**src/rtl/disp_pkg.sv**
```systemverilog
// Shared types and constants for the seven-segment display formatter.
package disp_pkg;

  typedef enum logic [2:0] {IDLE, LOAD, SHIFT, FORMAT, DONE} state_e;

  localparam int unsigned BCD_DIGITS = 10;
  localparam int unsigned DEC_MAX    = 99_999_999;
  localparam logic [3:0]  OVF_CODE   = 4'hF;

endpackage

```
**src/rtl/bcd_add3.sv**
```systemverilog
// Double-dabble digit correction: a BCD digit of 5 or more gets +3 before the shift.
module bcd_add3 (
  input  logic [3:0] bcd,
  output logic [3:0] corrected
);

  assign corrected = (bcd >= 4'd5) ? bcd + 4'd3 : bcd;

endmodule

```
**src/rtl/disp_bcd_formatter.sv**
```systemverilog
// Formats a captured word into digit codes, blank mask and sign/overflow flags
// for the 8-digit scanner; decimal mode runs a bit-serial double-dabble.
module disp_bcd_formatter
  import disp_pkg::*;
#(
  parameter int unsigned DIGITS = 8,
  parameter int unsigned WIDTH  = 32
) (
  input  logic                  clk_7seg,
  input  logic                  Rst,
  input  logic [WIDTH-1:0]      din,
  input  logic                  conv_en,
  input  logic                  dec_mode,
  input  logic                  signed_mode,
  input  logic                  blank_lz,
  output logic [4*DIGITS-1:0]   digit_out,
  output logic [DIGITS-1:0]     blank_mask,
  output logic                  neg,
  output logic                  ovf,
  output logic                  valid,
  output logic                  busy
);

  localparam int unsigned CntW = $clog2(WIDTH);
  localparam int unsigned BcdW = 4 * BCD_DIGITS;
  localparam int unsigned DigW = 4 * DIGITS;

  state_e            state_q;
  logic [WIDTH-1:0]  mag_q;
  logic [BcdW-1:0]   bcd_q;
  logic [BcdW-1:0]   bcd_adj;
  logic [CntW-1:0]   cnt_q;
  logic              dec_q;
  logic              blz_q;
  logic              neg_q;

  logic [DigW-1:0]   fmt_result;
  logic [DIGITS-1:0] fmt_mask;
  logic              fmt_ovf;

  for (genvar g = 0; g < BCD_DIGITS; g++) begin : g_add3
    bcd_add3 u_add3 (
      .bcd       (bcd_q[4*g +: 4]),
      .corrected (bcd_adj[4*g +: 4])
    );
  end

  always_comb begin
    fmt_ovf    = 1'b0;
    fmt_result = DigW'(mag_q);
    if (dec_q) begin
      fmt_ovf    = |bcd_q[BcdW-1:DigW];
      fmt_result = fmt_ovf ? {DIGITS{OVF_CODE}} : bcd_q[DigW-1:0];
    end
    // Digit 0 always shows, so a zero value still displays "0".
    fmt_mask = '0;
    for (int i = 1; i < DIGITS; i++) begin
      fmt_mask[i] = blz_q & ~fmt_ovf & ((fmt_result >> (4 * i)) == '0);
    end
  end

  always_ff @(posedge clk_7seg) begin
    if (Rst) begin
      state_q    <= IDLE;
      mag_q      <= '0;
      bcd_q      <= '0;
      cnt_q      <= '0;
      dec_q      <= 1'b0;
      blz_q      <= 1'b0;
      neg_q      <= 1'b0;
      digit_out  <= '0;
      blank_mask <= '0;
      neg        <= 1'b0;
      ovf        <= 1'b0;
      valid      <= 1'b0;
      busy       <= 1'b0;
    end else begin
      valid <= 1'b0;
      unique case (state_q)
        IDLE: begin
          if (conv_en) begin
            state_q <= LOAD;
            busy    <= 1'b1;
          end
        end
        LOAD: begin
          if (dec_mode & signed_mode & din[WIDTH-1]) begin
            mag_q <= ~din + WIDTH'(1);
            neg_q <= 1'b1;
          end else begin
            mag_q <= din;
            neg_q <= 1'b0;
          end
          dec_q   <= dec_mode;
          blz_q   <= blank_lz;
          bcd_q   <= '0;
          cnt_q   <= '0;
          state_q <= dec_mode ? SHIFT : FORMAT;
        end
        SHIFT: begin
          {bcd_q, mag_q} <= {bcd_adj, mag_q} << 1;
          cnt_q          <= cnt_q + CntW'(1);
          if (cnt_q == CntW'(WIDTH - 1)) begin
            state_q <= FORMAT;
          end
        end
        FORMAT: begin
          digit_out  <= fmt_result;
          blank_mask <= fmt_mask;
          neg        <= neg_q;
          ovf        <= fmt_ovf;
          valid      <= 1'b1;
          busy       <= 1'b0;
          state_q    <= DONE;
        end
        DONE: begin
          state_q <= IDLE;
        end
        default: begin
          state_q <= IDLE;
        end
      endcase
    end
  end

endmodule

```
**config.mk**
```make
export PLATFORM = sky130hd
export DESIGN_NAME = disp_bcd_formatter
export DESIGN_NICKNAME = d
export VERILOG_FILES = /design/src/rtl/disp_pkg.sv /design/src/rtl/bcd_add3.sv /design/src/rtl/disp_bcd_formatter.sv
export SDC_FILE = /design/constraint.sdc
export NUM_CORES = 1
export LEC_CHECK = 0
export ABC_AREA = 1
export ABC_CLOCK_PERIOD_IN_PS = 2600
export CORE_MARGIN = 2
export CORE_UTILIZATION = 60
export DETAILED_ROUTE_END_ITERATION = 6
export GPL_TIMING_DRIVEN = 0
export PLACE_DENSITY = 0.89
export SLEW_MARGIN = 20
export SYNTH_ARGS = -nofsm -noshare
export SYNTH_HDL_FRONTEND = slang
export SYNTH_SLANG_ARGS = --single-unit
```
**constraint.sdc**
```tcl
create_clock -name clk_7seg -period 2.6 [get_ports clk_7seg]
set_input_delay 0.65 -clock clk_7seg [delete_from_list [all_inputs] [get_ports clk_7seg]]
set_output_delay 0.65 -clock clk_7seg [all_outputs]
set_load 0.02 [all_outputs]
```
==> metrics.yaml, run 1 <==
status:
  status: "finished clean"
min_path:
  min_path_type: "flop to flop"
  hold_depth: 2
  hold_path_startpoint: "busy"
route:
  wl_met3_um: 2020
  drc: 0
  ant_nets: 0
  vias_per_cell: 5.89
  wl_met1_um: 8870
  first_pass_iters: 7
  wirelength_um: 22500
  routedWlPerCell_um: 17.0
  vias: 7793
  drtIter0Drc: 824
  routed-wl-met2_um: 10500
  highest_layer: "met4"
sta:
  fmax_mhz: 441
  finalHoldViolCount: 0
  rsz0062_at_grt: "false"
  period_share_pct: 87.3
  relSlewSlack_pct: 49.2
  tightest_slew_ps: 762
  slew_violations: 0
  min_period_ps: 2270
  skew_ps: 7.07
  setup_violations: 0
floorplanning:
  die_w_um: 113
  num_io_pins: 82
  num_rows: 39
  initial_core_util_pct: 61.6
  core_area_mm2: 0.0115
  die_h_um: 113
  die-area_mm2: 0.0127
clock_network:
  ctsHoldBuffers: 0
  path_clk_slew_ps: 60
  htree_levels: 4
  cts_resized: 0
  clockBufferDepth: 2
  cts_tree: "done"
  post_cts_buffers: 0
  cts_made_buffers: 17
  clock_latency_ps: 430
  root_buffer: "clkbuf_16"
  cts.sinks: 126
place:
  gp_congestion: 0.928
  dpl.cell_count: 1290
  dp_hpwl_um: 16300
  io_buffers: 79
global_route:
  grt_first_pass_wirelength_um: 36000
  antenna_found_initial: 0
  track_usage_pct: 35.9
  grt_max_degree: 17
  grt_pass1_vias: 7428
  grt_overflow: 0
synth:
  synth_cell_types: 39
  ys_top_cells_by_area: "dfxtp_1 36%, nand2_1 13%, inv_1 8.3%, a21oi_1 6.7%, nand3_1 6.0%"
  yosysWarnings: 0
  ys_top_cells_by_count: "248 x nand2_1, 157 x inv_1, 126 x dfxtp_1"
  synth_area_per_cell_um2: 6.62
  synthFlopType: "dfxtp_1"
  syn-num-nets: 1131
  async_flop_share_pct: 0
  synth.top_cell.area_share_pct: 35.7
  synth-seq-area-share_pct: 35.7
  synthCells: 1068
  synth.ff_latch_count: 126
  synth_top_area_cell: "dfxtp_1"
  netlist_area_mm2: 0.00707
  synth.most_common_cell: "nand2_1"
  synth_enable_flop_cells: 0
final_layout:
  multiInputGateArea_mm2: 0.00370
  seqCellArea_mm2: 0.00252
  area_delta_synth_final_pct: 22.7
  n_antenna_cell: 0
  final_nets: 1229
  nFillCells: 897
  stdcell_count: 1322
  drive_gt1_share_pct: 6.45
critical_path:
  crit_arrival_ps: 2620
  path_class: "input pin to flop"
  reg2reg_depth: 6
  endpoint_kind: "flop"
  crit_path_start: "din[0]"
  critPathLaunchType: "input pin"
  cp_max_fo: 9
  crit_required_ps: 2950
  timing.rr.start: "state_q[1]"
job:
  max_cap_violations: 0
pwr:
  p_leak_nw: 3.47
  total_power_w: 0.00805
  p_per_area_mw_per_mm2: 928
  ir_drop_v: 0.000710
[layer usage]
metal,track usage [%],up-vias
li1,-,3700
met1,42.5,3556
met2,59.6,440
met3,9.50,97
met4,18.8,0
met5,0,-
[cell usage in the layout (no fill, tap or decap), types with 17 or more instances in the layout]
cell               n
nand2_1          248
inv_1            157
dfxtp_1          126
a21oi_1           94
nand3_1           84
o21ai_0           83
clkdlybuf4s50_1   79
nor2_1            75
ha_1              25
clkbuf_1          23
buf_2             20
o211ai_1          20
clkbuf_16         17
[area by class of cell]
type / count / area share, %
Tap cell: 143 / 2.06
Clock inverter: 10 / 1.85
Sequential cell: 126 / 29.1
Multi-Input combinational cell: 732 / 42.6
Timing Repair Buffer: 79 / 9.12
Buffer: 50 / 2.84
Inverter: 160 / 6.93
Clock buffer: 22 / 5.47
[sequential cells by signal (all words and copies together) (netlist names)]
register / cells
bcd_q: 40
digit_out: 32
mag_q: 32
blank_mask: 7
cnt_q: 5
state_q: 3
blz_q: 1
busy: 1
dec_q: 1
neg: 1
neg_q: 1
ovf: 1
valid: 1
[critical path: stages]
cell             delay [ps]
clkdlybuf4s50_1         450
inv_1                   110
ha_1                    200
nand2_1                  60
nor2_1                  110
nand3_1                 180
o21bai_2                360
nand2_1                 110
nand2_1                  90
nand3_1                 120
a21oi_1                 180
[kinds of logic after synthesis]
kind of cell / synth area share (%)
xor+xnor: 1.24
fa+ha+maj: 4.43
compound gates: 19.6
buf+inv: 12.0
flops: 35.7
simple gates: 27.0
other cells: 0.0531
[path summary, 6_finish.rpt]
kind                                  end  slack [ps]
worst max register to register  mag_q[27]         450
worst min register to register       busy         460
worst max-delay path            mag_q[26]         330
worst min-delay path                 busy         460
[power breakdown]
group | switching [W] | total, W | leakage [nW] | internal [W]
Sequential | 0.000210 | 0.00243 | 1.02 | 0.00222
Clock | 0.000890 | 0.00257 | 0.298 | 0.00168
Combinational | 0.00212 | 0.00306 | 2.15 | 0.000936
Total | 0.00322 | 0.00805 | 3.47 | 0.00483
[metrics by stage]
stage	setup WS (ps)	area, µm²	hold WS [ps]	utilization [%]	TNS, ps
after floorplan	746	7070	436	-	0
after global placement	60.4	8040	449	70.1	0
after detailed placement	-5.28	8040	455	70.1	-5.28
after CTS	365	8670	463	75.6	0
after global routing	188	8670	494	75.6	0
final	331	8670	461	75.6	0
Power figures use the tool's default switching activity.
==> inputs of run 2 (changes only) <==
Settings changed: CTS_BUF_LIST from default to sky130_fd_sc_hd__clkbuf_16.
==> metrics.yaml, run 2 (same netlist as run 1, synthesis figures left out) <==
clock_network:
  cts.sinks: 126
  cts_tree: "done"
  post_cts_buffers: 0
  cts_resized: 0
  clock_latency_ps: 430
  clockBufferDepth: 2
  htree_levels: 4
  path_clk_slew_ps: 60
  ctsHoldBuffers: 0
  cts_made_buffers: 17
  root_buffer: "clkbuf_16"
final_layout:
  n_antenna_cell: 0
  drive_gt1_share_pct: 6.19
  largest_reg_flops: 40
  nFillCells: 905
  reg_top3: "bcd_q (40), digit_out (32), mag_q (32)"
  final_cell_mix: "248 x nand2_1, 159 x inv_1, 126 x dfxtp_1, 94 x a21oi_1, 84 x nand3_1"
  final_nets: 1229
  stdcell_count: 1322
  layout_commonest_cell: "nand2_1"
  fin_area_mm2: 0.00864
  area_delta_synth_final_pct: 22.3
  top_register: "bcd_q"
  final_core_util_pct: 75.3
sta:
  period_share_pct: 87.3
  setup_violations: 0
  whs_ps: 461
  tightest_slew_ps: 751
  fmax_mhz: 441
  skew_ps: 5.81
  min_period_ps: 2270
  relSlewSlack_pct: 49.9
  rsz0062_at_grt: "false"
  slew_violations: 0
  finalHoldViolCount: 0
route:
  routedWlPerCell_um: 17.1
  drtIter0Drc: 972
  ant_nets: 0
  wirelength_um: 22600
  drc: 0
  vias: 7829
  vias_per_cell: 5.92
  first_pass_iters: 6
critical_path:
  cpPeakStageDelay_ps: 450
  crit_buf_inv: 2
  path_cells: "clkdlybuf4s50_1, inv_1, ha_1, nand2_1, nor2_1, nand3_1, o21bai_2, nand2_1, nand2_1, nand3_1, a21oi_1"
  cp_max_fo: 9
  reg2reg_slack_ps: 460
  path_class: "input pin to flop"
  crit_top_cell: "nand2_1"
  critPathLaunchType: "input pin"
  crit_required_ps: 2950
  endpoint_kind: "flop"
  crit_family: "simple AND/OR/NAND/NOR gates"
  crit_arrival_ps: 2620
  cp_slowest_cell: "clkdlybuf4s50_1"
pwr:
  ir_drop_v: 0.000714
  swShare_pct: 40.5
  p_per_area_mw_per_mm2: 920
  p_switching_w: 0.00322
  p_int_w: 0.00473
  power_frac_seq_pct: 30.5
  share_comb_of_total_power_pct: 38.4
  power_frac_clock_pct: 31.0
  p_leak_nw: 3.46
place:
  io_buffers: 79
  postPlaceCellArea_mm2: 0.00804
  dpl.cell_count: 1290
  dp_hpwl_um: 16300
  gp_congestion: 0.928
floorplanning:
  die_w_um: 113
  num_io_pins: 82
  die-area_mm2: 0.0127
  num_rows: 39
  core_area_mm2: 0.0115
  die_h_um: 113
  initial_core_util_pct: 61.6
global_route:
  grt_max_degree: 17
  grt_first_pass_wirelength_um: 36100
  grt_overflow: 0
  grt_pass1_vias: 7445
  antenna_found_initial: 0
  track_usage_pct: 36.0
min_path:
  min_path_type: "flop to flop"
job:
  max_cap_violations: 0
status:
  status: "finished clean"
## run 2: cell type report
| class | instances | area, µm² | area share [%] |
|---|---|---|---|
| clock inverters | 15 | 179 | 2.07 |
| inverters | 160 | 601 | 6.95 |
| well taps | 143 | 179 | 2.07 |
| flip-flops and latches | 126 | 2520 | 29.2 |
| multi-input cells | 732 | 3700 | 42.8 |
| plain buffers | 50 | 246 | 2.85 |
| clock buffers | 17 | 425 | 4.92 |
| repair buffers | 79 | 791 | 9.15 |
## run 2: worst min-delay path, stage by stage, from the launching register on
cell and delay [ps]:
dfxtp_1 310, nand2_1 60, a21oi_1 50
## run 2: power by group through the flow
stage	Combinational [W]	Sequential, W	Clock (W)
final	0.00306	0.00243	0.00247
after global routing	0.00327	0.00245	0.00253
after CTS	0.00294	0.00241	0.00244
after detailed placement	0.00287	0.00244	0
after global placement	0.00283	0.00243	0
after floorplan	0.00177	0.00248	0
## run 2: per-layer routing
metal / track usage [%] / share of wire (%)
met1: 43.0 / 39
met2: 59.2 / 46
met3: 9.23 / 9.2
met4: 19.8 / 5.4
met5: 0 / 0
## run 2: final timing paths
check | cells past startpoint | start | end
min reg2reg | 2 | busy | busy
max reg2reg | 6 | state_q[1] | mag_q[27]
max | 11 | din[0] | mag_q[26]
min | 2 | busy | busy
## run 2: stage by stage
step / setup slack (ps) / TNS (ps) / total power [W]
3_3_place_gp: 60.4 / 0 / 0.00526
2_1_floorplan: 746 / 0 / 0.00426
5_1_grt: 190 / 0 / 0.00825
4_1_cts: 365 / 0 / 0.00779
3_5_place_dp: -5.28 / -5.28 / 0.00531
6_report: 331 / 0 / 0.00795
==> inputs of run 3 (changes only) <==
Settings changed: PLACE_DENSITY 0.89 to default, PLACE_DENSITY_LB_ADDON from default to 0.12.
==> metrics.yaml, run 3 (same netlist as run 1, synthesis figures left out) <==
final_layout:
  top_register: "bcd_q"
  final_cell_mix: "248 x nand2_1, 157 x inv_1, 126 x dfxtp_1, 94 x a21oi_1, 84 x nand3_1"
  nFillCells: 948
  final_core_util_pct: 75.3
  reg_top3: "bcd_q (40), digit_out (32), mag_q (32)"
  fin_area_mm2: 0.00863
  final_nets: 1229
  stdcell_count: 1322
  n_antenna_cell: 0
  area_delta_synth_final_pct: 22.2
  drive_gt1_share_pct: 6.45
  layout_commonest_cell: "nand2_1"
  largest_reg_flops: 40
status:
  status: "finished clean"
clock_network:
  cts_resized: 0
  clockBufferDepth: 2
  clock_latency_ps: 430
  cts_tree: "done"
  path_clk_slew_ps: 60
  post_cts_buffers: 0
  cts_made_buffers: 17
  root_buffer: "clkbuf_16"
  htree_levels: 4
  ctsHoldBuffers: 0
  cts.sinks: 126
route:
  wl_met1_um: 9140
  ant_nets: 0
  routed-wl-met2_um: 10200
  drtIter0Drc: 782
  drc: 0
  highest_layer: "met4"
  wl_met3_um: 1860
  vias: 7673
  vias_per_cell: 5.80
  routedWlPerCell_um: 16.9
  first_pass_iters: 6
  wirelength_um: 22300
pwr:
  power_frac_clock_pct: 30.6
  p_per_area_mw_per_mm2: 912
  power_frac_seq_pct: 30.8
  p_int_w: 0.00465
  ir_drop_v: 0.000848
  p_leak_nw: 3.45
  swShare_pct: 40.9
  share_comb_of_total_power_pct: 38.7
  p_switching_w: 0.00322
place:
  postPlaceCellArea_mm2: 0.00804
  dpl.cell_count: 1290
  gp_congestion: 0.953
  io_buffers: 79
  dp_hpwl_um: 16100
sta:
  tightest_slew_ps: 754
  slew_violations: 0
  skew_ps: 9.25
  min_period_ps: 2270
  setup_violations: 0
  finalHoldViolCount: 0
  rsz0062_at_grt: "false"
  relSlewSlack_pct: 49.8
  fmax_mhz: 441
  period_share_pct: 87.3
min_path:
  min_path_type: "flop to flop"
job:
  max_cap_violations: 0
global_route:
  grt_pass1_vias: 7111
  track_usage_pct: 35.5
  antenna_found_initial: 0
  grt_overflow: 0
  grt_max_degree: 17
  grt_first_pass_wirelength_um: 35300
floorplanning:
  die_h_um: 113
  num_io_pins: 82
  die_w_um: 113
  initial_core_util_pct: 61.6
  core_area_mm2: 0.0115
  num_rows: 39
  die-area_mm2: 0.0127
critical_path:
  crit_required_ps: 2940
  path_class: "input pin to flop"
  endpoint_kind: "flop"
  cp_max_fo: 9
  crit_arrival_ps: 2610
  critPathLaunchType: "input pin"
## run 3: critical path, cell delays in order
cell	delay (ps)
clkdlybuf4s50_1	420
inv_1	90
ha_1	200
nand2_1	60
nor2_1	120
nand3_1	170
o21bai_2	380
nand2_1	100
nand2_1	70
nand3_1	130
a21oi_1	210
## run 3: path summary, 6_finish.rpt
check	startpoint	depth (start not counted)	slack, ps	end
worst max-delay path	din[0]	11	330	mag_q[26]
worst min-delay path	busy	2	460	busy
worst max register to register	bcd_q[32]	12	430	digit_out[1]
worst min register to register	busy	2	460	busy
## run 3: stage by stage
stage	TNS [ps]	hold slack [ps]	total power, W	setup WS (ps)
2_1_floorplan	0	436	0.00426	746
3_3_place_gp	-55.6	453	0.00529	-40.5
3_5_place_dp	-158	456	0.00533	-81.3
4_1_cts	0	465	0.00773	343
5_1_grt	0	483	0.00815	168
6_report	0	463	0.00787	330
## run 3: per-layer routing
metal | global-route usage, % | vias up
met1 | 44.0 | 3480
li1 | - | 3699
met4 | 18.0 | 0
met2 | 58.9 | 406
met5 | 0 | -
met3 | 6.80 | 88
## run 3: layout make-up
cell class	instances	area, µm²	area share, %
timing repair buffer	79	791	9.16
clock inverter	15	173	2.00
buffer	50	246	2.86
inverter	160	601	6.96
sequential	126	2520	29.2
tap	143	179	2.07
clock buffer	17	425	4.93
multi-input combinational	732	3700	42.8
## run 3: power groups by stage
stage	Sequential, W	Combinational, W	Clock (W)
floorplan	0.00248	0.00177	0
global placement	0.00244	0.00285	0
detailed placement	0.00244	0.00289	0
CTS	0.00240	0.00293	0.00239
global route	0.00244	0.00323	0.00248
finish	0.00242	0.00304	0.00241
